--- src/rtl/if_prefetch_buffer.sv ---
// if_prefetch_buffer: instruction prefetch FIFO between imem and decode, with
// redirect flush and in-flight response discard.
// Optional macro IF_PREFETCH_PERF_EN adds perf_fetched / perf_discarded counters.
module if_prefetch_buffer #(
   parameter int          DEPTH    = 4,
   parameter logic [31:0] RESET_PC = 32'h0000_0000
) (
   input  logic        clk,
   input  logic        rst_n,
   input  logic        PCSrcE,
   input  logic [31:0] PCTargetE,
   input  logic        stallF,
   output logic        inst_valid,
   output logic [31:0] inst,
   output logic [31:0] inst_pc,
   output logic        imem_req,
   output logic [31:0] imem_addr,
   input  logic        imem_gnt,
   input  logic        imem_rvalid,
   input  logic [31:0] imem_rdata
`ifdef IF_PREFETCH_PERF_EN
   ,
   output logic [31:0] perf_fetched,
   output logic [31:0] perf_discarded
`endif
);

   localparam int              AW      = $clog2(DEPTH);
   localparam int              CW      = AW + 1;
   localparam logic [CW-1:0]   DEPTH_C = CW'(DEPTH);
   localparam logic [CW:0]     DEPTH_S = (CW + 1)'(DEPTH);

   logic [31:0]   fetch_pc_q, fetch_pc_d;
   logic [31:0]   resp_pc_q, resp_pc_d;
   logic [CW-1:0] count_q, count_d;
   logic [CW-1:0] outstanding_q, outstanding_d;
   logic [CW-1:0] discard_q, discard_d;
   logic [AW-1:0] wr_ptr_q, wr_ptr_d;
   logic [AW-1:0] rd_ptr_q, rd_ptr_d;
   logic [31:0]   fifo_pc_q   [DEPTH];
   logic [31:0]   fifo_inst_q [DEPTH];

   logic [31:0] target;
   logic        fire, drop, push, pop;
   logic        unused_tgt_lsb;

   assign unused_tgt_lsb = ^PCTargetE[1:0];
   assign target         = {PCTargetE[31:2], 2'b00};

   // Handshake decode: request budget, response routing and consumer pop.
   always_comb begin
      imem_req   = rst_n && !PCSrcE && (({1'b0, count_q} + {1'b0, outstanding_q}) < DEPTH_S);
      imem_addr  = fetch_pc_q;
      fire       = imem_req && imem_gnt;
      drop       = imem_rvalid && (discard_q != '0);
      push       = imem_rvalid && (discard_q == '0) && !PCSrcE;
      inst_valid = count_q != '0;
      pop        = inst_valid && !stallF && !PCSrcE;
      inst       = inst_valid ? fifo_inst_q[rd_ptr_q] : '0;
      inst_pc    = inst_valid ? fifo_pc_q[rd_ptr_q] : '0;
   end

   // Next-state: a redirect flushes the FIFO and turns every in-flight fetch into a discard.
   always_comb begin
      fetch_pc_d    = PCSrcE ? target : (fire ? fetch_pc_q + 32'd4 : fetch_pc_q);
      resp_pc_d     = PCSrcE ? target : (push ? resp_pc_q + 32'd4 : resp_pc_q);
      outstanding_d = outstanding_q + CW'(fire) - CW'(imem_rvalid);
      discard_d     = PCSrcE ? outstanding_q - CW'(imem_rvalid) : discard_q - CW'(drop);
      count_d       = PCSrcE ? '0 : count_q + CW'(push) - CW'(pop);
      wr_ptr_d      = push ? wr_ptr_q + AW'(1) : wr_ptr_q;
      rd_ptr_d      = PCSrcE ? wr_ptr_q : (pop ? rd_ptr_q + AW'(1) : rd_ptr_q);
   end

   // Control state registers.
   always_ff @(posedge clk or negedge rst_n) begin
      if (!rst_n) begin
         fetch_pc_q    <= RESET_PC;
         resp_pc_q     <= RESET_PC;
         count_q       <= '0;
         outstanding_q <= '0;
         discard_q     <= '0;
         wr_ptr_q      <= '0;
         rd_ptr_q      <= '0;
      end else begin
         fetch_pc_q    <= fetch_pc_d;
         resp_pc_q     <= resp_pc_d;
         count_q       <= count_d;
         outstanding_q <= outstanding_d;
         discard_q     <= discard_d;
         wr_ptr_q      <= wr_ptr_d;
         rd_ptr_q      <= rd_ptr_d;
      end
   end

   // FIFO storage; contents are masked at the output while empty, so no reset is needed.
   always_ff @(posedge clk) begin
      if (push) begin
         fifo_pc_q[wr_ptr_q]   <= resp_pc_q;
         fifo_inst_q[wr_ptr_q] <= imem_rdata;
      end
   end

`ifdef IF_PREFETCH_PERF_EN
   logic [31:0] perf_fetched_q, perf_fetched_d;
   logic [31:0] perf_discarded_q, perf_discarded_d;

   // Perf counters: accepted instructions, and dropped responses plus flushed entries.
   always_comb begin
      perf_fetched_d   = perf_fetched_q + 32'(push);
      perf_discarded_d = perf_discarded_q + 32'(drop)
                       + (PCSrcE ? 32'(count_q) + 32'(imem_rvalid && (discard_q == '0)) : 32'd0);
   end

   // Perf counter registers.
   always_ff @(posedge clk or negedge rst_n) begin
      if (!rst_n) begin
         perf_fetched_q   <= '0;
         perf_discarded_q <= '0;
      end else begin
         perf_fetched_q   <= perf_fetched_d;
         perf_discarded_q <= perf_discarded_d;
      end
   end

   assign perf_fetched   = perf_fetched_q;
   assign perf_discarded = perf_discarded_q;
`endif

   a_no_overflow: assert property (@(posedge clk) disable iff (!rst_n) !(push && count_q == DEPTH_C))
      else $error("prefetch FIFO push while full");

endmodule

--- config.mk ---
export PLATFORM = sky130hd
export DESIGN_NAME = if_prefetch_buffer
export DESIGN_NICKNAME = d
export VERILOG_FILES = /design/src/rtl/if_prefetch_buffer.sv
export SDC_FILE = /design/constraint.sdc
export NUM_CORES = 1
export LEC_CHECK = 0
export BUFFER_PORTS_ARGS = -buffer_cell sky130_fd_sc_hd__buf_2
export CAP_MARGIN = 10
export CORE_MARGIN = 1.5
export CORE_UTILIZATION = 50
export CTS_CLUSTER_SIZE = 12
export DETAILED_ROUTE_END_ITERATION = 8
export PLACE_DENSITY = 0.79
export SYNTH_ARGS = -nofsm -noshare
export SYNTH_HDL_FRONTEND = slang
export SYNTH_SLANG_ARGS = --single-unit
--- constraint.sdc ---
create_clock -name clk -period 3.6 [get_ports clk]
set_clock_uncertainty 0.05 [all_clocks]
set_input_delay 0.18 -clock clk [delete_from_list [all_inputs] [get_ports clk]]
set_output_delay 0.18 -clock clk [all_outputs]
set_load 0.01 [all_outputs]
Yosys cells after proc, flatten, opt, wreduce, memory -nomap -nowiden. Memories as Yosys holds them, arrays and structs flattened. Index checks and enable logic that the tools add are counted.

Flip-flop bits (word level): 77. Memories kept: 2. Logic and storage cells: 49. Output and inout port bits: 98. Input port bits: 70. Memory bits (writable): 256.

Multiplexer cells: 12. Add/subtract/negate cells: 11. Reductions and logical operators: 16. $lt $le $gt $ge: 1.

Memories: fifo_inst_q (depth 4, bits a word 32, rd ports 1, clocked after memory_dff 0, write ports 1, line 41) `logic [31:0] fifo_inst_q [DEPTH];`; fifo_pc_q (depth 4, bits a word 32, rd ports 1, clocked after memory_dff 0, write ports 1, line 40) `logic [31:0] fifo_pc_q [DEPTH];`.

Operators with widths (count): two-way mux 32 bit (6); adder 32 x 3 -> 32 bit, second input constant (2); subtractor 3 x 1 -> 3 bit (4); logical AND 1 bit (8); adder 3 x 1 -> 3 bit (2); two-way mux 3 bit (2); nonzero test 2 bit (3); nonzero test 3 bit (2); adder 2 x 1 -> 2 bit, second input constant (2); adder 3 x 3 -> 4 bit (1); < comparator 4 x 3 -> 1 bit, second input constant (1); two-way mux 2 bit (2); zero test 3 bit (1); zero test 1 bit (2); two-way mux 1 bit (2).

Depth between registers and ports, before layout. Gate-level depths: netlist of run 1.

Word-level depth: 6. Mapped depth: 12.

Worst setup path after synthesis of run 1. No wires, ideal clock.

Path type: reg-to-reg. From: register discard_q[1]. To: memory fifo_inst_q[0][0] (enable). Stages on the path, launching flop included: 3. Arrival time: 2.500 ns. Path buffers: 0. Clock period less this slack: 2.977 ns. Library setup time: 0.427 ns. Data required time: 3.123 ns. Slack: 0.623 ns. Cells stage by stage: dfrtp_1 > nor4b_2 > and3_1.

Cells in the longest elaborated chain, start to end: 5.

RTL lines: from (decl) (line 37) `logic [CW-1:0] discard_q, discard_d;`; from (signal assigned) (line 89) `discard_q <= discard_d;`; zero test 3 bit (line 56) `push = imem_rvalid && (discard_q == '0) && !PCSrcE;`; logical AND 1 bit (2 in a row) (line 56); two-way mux 1 bit (line 97) `if (push) begin`; two-way mux 1 bit (not written as such) (line 99) `fifo_inst_q[wr_ptr_q] <= imem_rdata;`; to (decl) (line 41).

Every way passes these cells.

Worst setup path after layout of run 1.
From: register count_q[1]. To: register outstanding_q[2].

Cells in the longest elaborated chain, start to end: 6.

RTL lines: from (decl) (line 35) `logic [CW-1:0] count_q, count_d;`; from (signal assigned) (line 87) `count_q <= count_d;`; adder 3 x 3 -> 4 bit (line 52) `imem_req = rst_n && !PCSrcE && (({1'b0, count_q} + {1'b0, outstanding_q}) < DEPTH_S);`; < comparator 4 x 3 -> 1 bit (line 52); logical AND 1 bit (line 52); logical AND 1 bit (line 54) `fire = imem_req && imem_gnt;`; adder 3 x 1 -> 3 bit (line 67) `outstanding_d = outstanding_q + CW'(fire) - CW'(imem_rvalid);`; subtractor 3 x 1 -> 3 bit (line 67); net outstanding_d[2] (line 36) `logic [CW-1:0] outstanding_q, outstanding_d;`; to (signal assigned) (line 88) `outstanding_q <= outstanding_d;`; to (decl) (line 36).

The timed path passes the listed nets, and every way through them passes these cells. A chain may end at the register's enable or synchronous reset.

==> flow_summary.toml, run 1 <==
[die]
start_util_pct = 50.8
ioPinCount = 168
die_area_um2 = 28300
die_w_um = 168
fp.coreArea_um2 = 26900
die_h_um = 168
placementRows = 60

[pwr]
netSwitchingFraction_pct = 29.7
pwr-share-clk_pct = 29.4
power_density_nw_per_um2 = 655
p_seq_share_pct = 42.6
p_switching_uw = 3220
internal_power_uw = 7620
pwr-share-comb_pct = 28.0
max-vdd-ir-drop_mv = 0.438
p_leak_uw = 0.00607

[grt]
grt_antenna_before_repair = 0
gr-total-overflow = 0
grt_max_degree = 65
grt_pass1_vias = 8378
grt_pass1_wl_um = 45500
gr-usage-all-layers_pct = 20.8

[yosys]
yosysUniqueCellTypes = 51
async_flop_share_pct = 22.7
synth_top_family_by_area = "multiplexers"
synth-edff-count = 248
synthCells = 849
yosys.area_share.xor_xnor_pct = 3.15
synthSimpleGateAreaFrac_pct = 10.3
ys_warn_count = 0
synth.cell_area_um2 = 13600
syn_area_per_cell_um2 = 16.1
synthFlopType = "edfxtp_1"
synth_compound_area_share_pct = 2.93
synth-seq-cells = 321
synthAdderAreaFrac_pct = 1.76
synth.area.mux_share_pct = 11.9
ys_seq_area_share_pct = 68.0

[route]
via_per_inst = 5.66
drtAntennaViolNets = 0
drt_wl_total_um = 28500
drt_iter0_drc = 612
drt_first_pass_iters = 7
drc = 0
wl_per_cell_um = 19.7
dr_total_vias = 8178

[clock_tree]
numCtsBuffers = 35
clock_latency_ns = 0.50
cts-resized-gates = 0
clock_sinks = 321
cts-hold-fix-buffers = 59
clockRootBuffer = "clkbuf_16"
clkTransAtPathRegs_ns = 0.06
cts_max_level = 2
post_cts_buffers = 0
cts_tree = "done"
cts.path.max_buffers = 3

[critical_path]
critPathArrivalTime_ns = 3.16
crit_required_ns = 3.94
cp_common_cell = "ha_1"
slowest_stage = "nor4_2"
max_stage_delay_ns = 0.49
path_buf_inv = 2
endpoint_kind = "flip-flop"
start_kind = "flip-flop"
critPathKind = "reg -> reg"
worstPathCellList = "ha_1, nor4_2, and4_1, inv_1, ha_1, inv_1, ha_1, fa_1, xnor2_1, xnor2_1"
worst-path-max-fanout = 5
cp_top_family = "adder cells"

[timing]
fmax_ghz = 0.354
timing.final.ws_setup_ns = 0.778
setup_viol = 0
maxSlewViolCount = 0
hold_viol = 0
min_period_ns = 2.82
worst_pin_slew_ns = 0.792
tns_ns = 0
slew_headroom_pct = 47.0
rsz0062_at_grt = "no"
post-route-period-util_pct = 78.4

[cells_and_area]
final_common_cell = "edfxtp_1"
area_growth_pct = 21.3
fin_area_um2 = 16500
n_antenna_cell = 0
layout_common_cells = "248 x edfxtp_1, 161 x buf_2, 71 x dfrtp_1"
finalNetCount = 1174
layout-drive-gt1-share_pct = 28.6

[run]
drv_cap = 0

[placement]
dpl_cell_area_um2 = 14900
place_ws_ns = 0.789
place_congestion = 0.890
portBuffers = 161
hpwl_um = 17800

[min_path]
min_path_type = "in -> reg"

[status]
status = "finished, final reports clean"
[cell usage after synthesis (all sizes together), types with 2 or more instances]
master	instances	area [um^2]
nand2b	4	25.0
nand2	60	225
or3	4	26.3
and4	7	61.3
mux2i	3	30.0
o21ai	20	100
mux4	62	1400
inv	23	86.3
nor4	10	68.8
o31a	2	17.5
xor2	24	210
buf	17	96.4
dfrtp	73	1830
nor2	17	63.8
mux2	17	191
nor3	16	80.1
a31oi	2	12.5
o211ai	9	67.6
edfxtp	248	7450
a311o	2	20.0
clkbuf	25	95.1
a21boi	8	60.1
nand4	16	100
or4	6	48.8
xnor2	25	219
and3	13	82.6
or2	2	12.5
and2	2	12.5
nand3	31	160
fa	2	40.0
a21oi	4	20.0
nor2b	63	394
o311ai	8	70.1
ha	16	200
[area by class of cell]
| type | count | area [um^2] |
|---|---|---|
| multi-input cells | 466 | 4110 |
| inverters | 23 | 86.3 |
| fillers | 1981 | 10300 |
| repair buffers | 239 | 1630 |
| flip-flops and latches | 321 | 9280 |
| clock buffers | 46 | 960 |
| clock inverters | 10 | 52.6 |
| well taps | 341 | 427 |
[metal layers]
layer	track usage [%]	share of wire [%]	vias to the layer above
met1	29.0	43	4086
met5	0	0	-
met3	3.48	6.2	52
met4	5.98	2.1	0
met2	34.1	49	324
li1	-	-	3716
[worst reg2reg max path, delay by kind of cell, from the launching register on]
family / cells / cell delay, ns
xor gates and xnor gates: 2 / 0.26
buffers and inverters: 2 / 0.10
adders and majority gates: 4 / 1.07
and+or+nand+nor: 2 / 0.79
DFF: 1 / 0.44
[flip-flops by register name (all words and copies together) (netlist names)]
signal         count
fifo_inst_q      128
fifo_pc_q        120
imem_addr         30
resp_pc_q         30
count_q            3
discard_q          3
outstanding_q      3
rd_ptr_q           2
wr_ptr_q           2
[kinds of logic after synthesis]
logic type | after synthesis
flip-flops | 321
other | 1
adder cells (fa/ha/maj) | 18
buffers and inverters | 65
AO/OA/AOI/OAI | 59
AND/OR/NAND/NOR | 254
XOR/XNOR | 49
multiplexers | 82
[stage by stage]
step	utilization [%]	total power (uW)	std cells	hold WS, ns
2_1_floorplan	-	6630	852	-0.166
3_3_place_gp	55.6	7640	1331	0.0789
3_5_place_dp	55.6	7720	1331	0.0838
4_1_cts	61.6	11000	1446	0.0249
5_1_grt	61.6	11400	1446	0.0299
6_report	61.6	10800	1446	0.0305
[power groups by stage]
| stage | sequential [uW] | clock (uW) | combinational [uW] |
|---|---|---|---|
| final | 4620 | 3190 | 3040 |
| after global routing | 4660 | 3390 | 3310 |
| after CTS | 4620 | 3250 | 3090 |
| after detailed placement | 4690 | 0 | 3020 |
| after global placement | 4670 | 0 | 2970 |
| after floorplan | 4530 | 0 | 2110 |
[worst paths after layout]
kind / startpoint / endpoint / slack [ns] / depth (start not counted)
setup / recovery: count_q[1] / outstanding_q[2] / 0.78 / 10
hold / removal: imem_rvalid / discard_q[0] / 0.03 / 3
setup reg to reg: count_q[1] / outstanding_q[2] / 0.78 / 10
hold reg to reg: outstanding_q[0] / outstanding_q[0] / 0.50 / 1
max in group asynchronous: rst_n / rd_ptr_q[0] / 2.11 / 4
min in group asynchronous: rst_n / imem_addr[15] / 0.10 / 2
(Power assumes the default switching activity.)
==> run 2, diff against run 1 <==
Clock period 3.6 ns to 2.8 ns, I/O delays scaled along.
==> run 2 against run 1 <==
Effect of this change:
- routed wire length fell by 1.0%
- die area did not move
- hold slack got worse by 0.024 ns
- design area rose by 0.50%
- maximum frequency rose by 8.7%
- largest cell class unchanged
- first-iteration DRC count rose by 14%
- count of clock-buffer cells in the layout rose by 3
- flip-flop and latch count did not move
- critical path depth did not move
- critical endpoint unchanged
- non-clock buffer count rose by 10
==> flow_summary.toml, run 2 (synthesized netlist as in run 1, its figures left out) <==
[status]
status = "finished, final reports clean"

[critical_path]
max_stage_delay_ns = 0.44
crit_required_ns = 3.13
ff2ff_path_depth = 10
slowest_stage = "dfrtp_1"
worstPathCellList = "ha_2, nor4_4, and4_1, inv_2, ha_1, inv_1, ha_1, fa_1, xnor2_1, xnor2_1"
critPathArrivalTime_ns = 2.93
worst-path-max-fanout = 4
endpoint_kind = "flip-flop"
start_kind = "flip-flop"
worst-path-stages = 10
path_buf_inv = 2
cp_top_family = "adder cells"
critPathKind = "reg -> reg"

[cells_and_area]
seq_area_um2 = 9280
fin_area_um2 = 16600
area_growth_pct = 21.9
n_fill_cell = 1946
largest_reg_flops = 128
n_antenna_cell = 0
top_register = "fifo_inst_q"
finalNetCount = 1183
finalNonFillerCells = 1455
largestRegisters = "fifo_inst_q (128), fifo_pc_q (120)"
multi_input_area_um2 = 4120
layout_common_cells = "248 x edfxtp_1, 161 x buf_2, 71 x dfrtp_1"
final_common_cell = "edfxtp_1"
layout-drive-gt1-share_pct = 28.9
final_util_pct = 61.9

[clock_tree]
cts_max_level = 2
cts.path.max_buffers = 3
cts_tree = "done"
clockRootBuffer = "clkbuf_16"
clock_sinks = 321
numCtsBuffers = 34
cts-resized-gates = 0
clock_latency_ns = 0.50
clkTransAtPathRegs_ns = 0.06

[pwr]
power_density_nw_per_um2 = 846
p_leak_uw = 0.00612
max-vdd-ir-drop_mv = 0.435
internal_power_uw = 9910
netSwitchingFraction_pct = 29.5
p_switching_uw = 4150
p_seq_share_pct = 41.9
pwr-share-comb_pct = 28.7
pwr-share-clk_pct = 29.3

[die]
start_util_pct = 50.8
die_w_um = 168
fp.coreArea_um2 = 26900
ioPinCount = 168
die_h_um = 168
placementRows = 60
die_area_um2 = 28300

[placement]
placed_cells = 1335
portBuffers = 161
place_congestion = 0.928
hpwl_um = 17300
dpl_cell_area_um2 = 15000

[min_path]
hold_depth = 3
min_path_type = "in -> reg"

[timing]
hold_viol = 0
min_period_ns = 2.60
fmax_ghz = 0.385
slew_headroom_pct = 50.2
post-route-period-util_pct = 92.7
setup_viol = 0
tns_ns = 0
maxSlewViolCount = 0
rsz0062_at_grt = "no"
worst_pin_slew_ns = 0.748

[grt]
grt_pass1_vias = 8365
grt_max_degree = 65
grt_antenna_before_repair = 0
gr-usage-all-layers_pct = 20.4
grt_pass1_wl_um = 44900
gr-total-overflow = 0

[route]
dr_total_vias = 8214
drtAntennaViolNets = 0
drt_wl_total_um = 28200
via_per_inst = 5.65
drt_first_pass_iters = 5
drc = 0
drt_iter0_drc = 695
wl_per_cell_um = 19.4

[run]
drv_cap = 0
[run 2: cell types whose count changed in the layout (fill, tap and decap cells not counted), moves of 2 or more]
cell | before | now
dlygate4sd3_1 | 59 | 65
clkbuf_1 | 9 | 12
buf_4 | 12 | 17
clkinv_1 | 5 | 1
clkbuf_16 | 37 | 35
clkinvlp_4 | 2 | 0
clkbuf_8 | 0 | 2
[run 2: layout make-up]
class	count	area share, %
clock buffers	49	5.70
flip-flops and latches	321	55.8
inverters	23	0.519
repair buffers	249	10.3
well taps	341	2.57
clock inverters	6	0.346
multi-input cells	466	24.8
[run 2: final timing paths]
check	start	to	slack (ns)
max in group asynchronous	rst_n	resp_pc_q[10]	1.81
worst max-delay path	count_q[1]	outstanding_q[2]	0.20
worst max register to register	count_q[1]	outstanding_q[2]	0.20
min in group asynchronous	rst_n	outstanding_q[0]	0.20
worst min register to register	outstanding_q[0]	outstanding_q[0]	0.50
worst min-delay path	PCTargetE[7]	resp_pc_q[7]	0.007
[run 2: through the flow]
stage | power [uW] | setup slack (ns) | hold WS, ns
2_1_floorplan | 8540 | 0.0110 | -0.206
6_report | 14100 | 0.203 | 0.00691
3_5_place_dp | 10000 | 0.215 | -0.0447
5_1_grt | 14800 | 0.0578 | 0.0126
3_3_place_gp | 9950 | 0.271 | -0.0405
4_1_cts | 14200 | 0.190 | 0.000380
[run 2: repair_timing]
item	in CTS	in global routing
hold endpoints to repair	260	0
hold buffers	65	0
setup buffers	0	0
setup endpoints to repair	0	0
[run 2: worst min-delay path: stages]
cell and delay, ns:
buf_2 0.07, nand2b_1 0.12, a21boi_0 0.17
[run 2: power groups by stage]
| stage | Combinational, uW | Clock, uW | Sequential (uW) |
|---|---|---|---|
| detailed placement | 4030 | 0 | 5990 |
| floorplan | 2730 | 0 | 5820 |
| global route | 4440 | 4410 | 5950 |
| global placement | 3990 | 0 | 5960 |
| CTS | 4120 | 4220 | 5900 |
| finish | 4040 | 4120 | 5900 |
[run 2: routing by layer]
layer  vias to the layer above  wire length (um)  GRT usage, %
met5                         -                 0             0
met4                         0               602          5.40
met3                        46              1950          3.55
met2                       343             13500          33.7
met1                      4074             12100          28.3
li1                       3751                 -             -
==> run 3, diff against run 2 <==
Settings changed: BUFFER_PORTS_ARGS -buffer_cell sky130_fd_sc_hd__buf_2 to -buffer_cell sky130_fd_sc_hd__buf_4.
==> run 3 against run 2 <==
Effect of this change:
- critical path depth did not move
- setup slack improved by 0.015 ns
- flip-flop and latch count did not move
- cell count rose by 0.34%
- sequential power barely moved
- core utilization rose by 1.5 points
- critical endpoint unchanged
==> flow_summary.toml, run 3 (synthesized netlist as in run 1, its figures left out) <==
[die]
fp.coreArea_um2 = 26900
start_util_pct = 50.8
die_area_um2 = 28300
placementRows = 60
die_w_um = 168
ioPinCount = 168
die_h_um = 168

[pwr]
finalPower_uw = 14400
p_switching_uw = 4210
netSwitchingFraction_pct = 29.3
p_leak_uw = 0.00621
p_seq_share_pct = 41.0
max-vdd-ir-drop_mv = 0.456
power_density_nw_per_um2 = 843
pwr-share-comb_pct = 31.3
internal_power_uw = 10100
pwr-share-clk_pct = 27.8

[min_path]
min_path_type = "in -> reg"
hold_depth = 3

[timing]
fmax_ghz = 0.387
slew_headroom_pct = 48.0
min_period_ns = 2.58
post-route-period-util_pct = 92.2
rsz0062_at_grt = "no"
hold_ws_ns = 0.0212
tns_ns = 0
setup_viol = 0
worst_pin_slew_ns = 0.780
hold_viol = 0
timing.final.ws_setup_ns = 0.218
maxSlewViolCount = 0

[clock_tree]
cts_max_level = 2
clkTransAtPathRegs_ns = 0.06
cts-resized-gates = 0
cts-hold-fix-buffers = 64
cts.path.max_buffers = 3
clock_latency_ns = 0.49
numCtsBuffers = 34
clockRootBuffer = "clkbuf_16"
clock_sinks = 321
post_cts_buffers = 0
cts_tree = "done"

[cells_and_area]
top_register = "fifo_inst_q"
n_antenna_cell = 0
finalNonFillerCells = 1460
largestRegisters = "fifo_inst_q (128), fifo_pc_q (120)"
n_fill_cell = 1938
largest_reg_flops = 128
final_common_cell = "edfxtp_1"
layout_common_cells = "248 x edfxtp_1, 180 x buf_4, 71 x dfrtp_1"
layout-drive-gt1-share_pct = 29.0
finalNetCount = 1186
area_growth_pct = 24.9

[placement]
portBuffers = 161
place_ws_ns = 0.232
hpwl_um = 18100
place_congestion = 0.908
placed_cells = 1339

[grt]
gr-total-overflow = 0
busiest_layer = "met2"
grt_max_degree = 65
grt_util_met1_pct = 29.6
grt_pass1_vias = 8447
grt_antenna_before_repair = 0
met2_usage_pct = 35.0
grt_pass1_wl_um = 46600
gr-usage-all-layers_pct = 21.3
grt_util_met3_pct = 4.07

[critical_path]
critPathKind = "reg -> reg"
critPathArrivalTime_ns = 2.95
start_kind = "flip-flop"
crit_required_ns = 3.17
worst-path-max-fanout = 4
endpoint_kind = "flip-flop"
ff2ff_path_depth = 10

[status]
status = "finished, final reports clean"

[route]
drtAntennaViolNets = 0
drc = 0
drt_wl_total_um = 29200
dr_total_vias = 8179
via_per_inst = 5.60
wl_per_cell_um = 20.0
drt_first_pass_iters = 5
drt_iter0_drc = 661

[run]
drv_cap = 0
==> run 3: cell count changes in the layout (fill, tap and decap cells not counted), moves of 2 or more <==
cell,before,now
clkbuf_1,12,14
buf_4,17,180
clkinv_2,3,5
buf_2,161,0
buf_12,6,8
clkbuf_8,2,0
==> run 3: cell type report <==
cell class / count / area (um^2) / area share, %
Clock buffer: 49 / 928 / 5.45
Sequential cell: 321 / 9280 / 54.5
Clock inverter: 8 / 41.3 / 0.242
Timing Repair Buffer: 252 / 2150 / 12.6
Tap cell: 341 / 427 / 2.50
Multi-Input combinational cell: 466 / 4120 / 24.2
Inverter: 23 / 86.3 / 0.507
==> run 3: critical path: stages, from the launching register on <==
cell and delay [ns]:
dfrtp_1 0.44, ha_2 0.23, nor4_4 0.28, and4_1 0.26
inv_2 0.05, ha_1 0.26, inv_1 0.04, ha_1 0.19
fa_1 0.38, xnor2_1 0.18, xnor2_1 0.14
==> run 3: path summary, 6_finish.rpt <==
check                                   end  slack [ns]           from
hold reg to reg                 rd_ptr_q[0]        0.51    wr_ptr_q[0]
setup / recovery           outstanding_q[2]        0.22     count_q[1]
max in group asynchronous        count_q[0]        1.75          rst_n
setup reg to reg           outstanding_q[2]        0.22     count_q[1]
min in group asynchronous     imem_addr[15]        0.14          rst_n
hold / removal                imem_addr[15]        0.02  PCTargetE[15]
==> run 3: per-layer routing <==
metal,vias up,routed length (um)
li1,3744,-
met1,4075,12600
met2,305,14100
met3,55,1820
met4,0,603
met5,-,0
==> run 3: power by group through the flow <==
stage / registers [uW] / logic (uW) / clock network (uW)
4_1_cts: 5880 / 4570 / 4080
5_1_grt: 5930 / 4870 / 4260
2_1_floorplan: 5820 / 2730 / 0
3_5_place_dp: 5970 / 4480 / 0
3_3_place_gp: 5950 / 4410 / 0
6_report: 5880 / 4490 / 3980
==> run 3: per-stage QoR <==
step	cell area [um^2]	util, %
2_1_floorplan	13700	-
3_5_place_dp	15400	57.4
3_3_place_gp	15400	57.4
4_1_cts	17000	63.4
5_1_grt	17000	63.4
6_report	17000	63.4
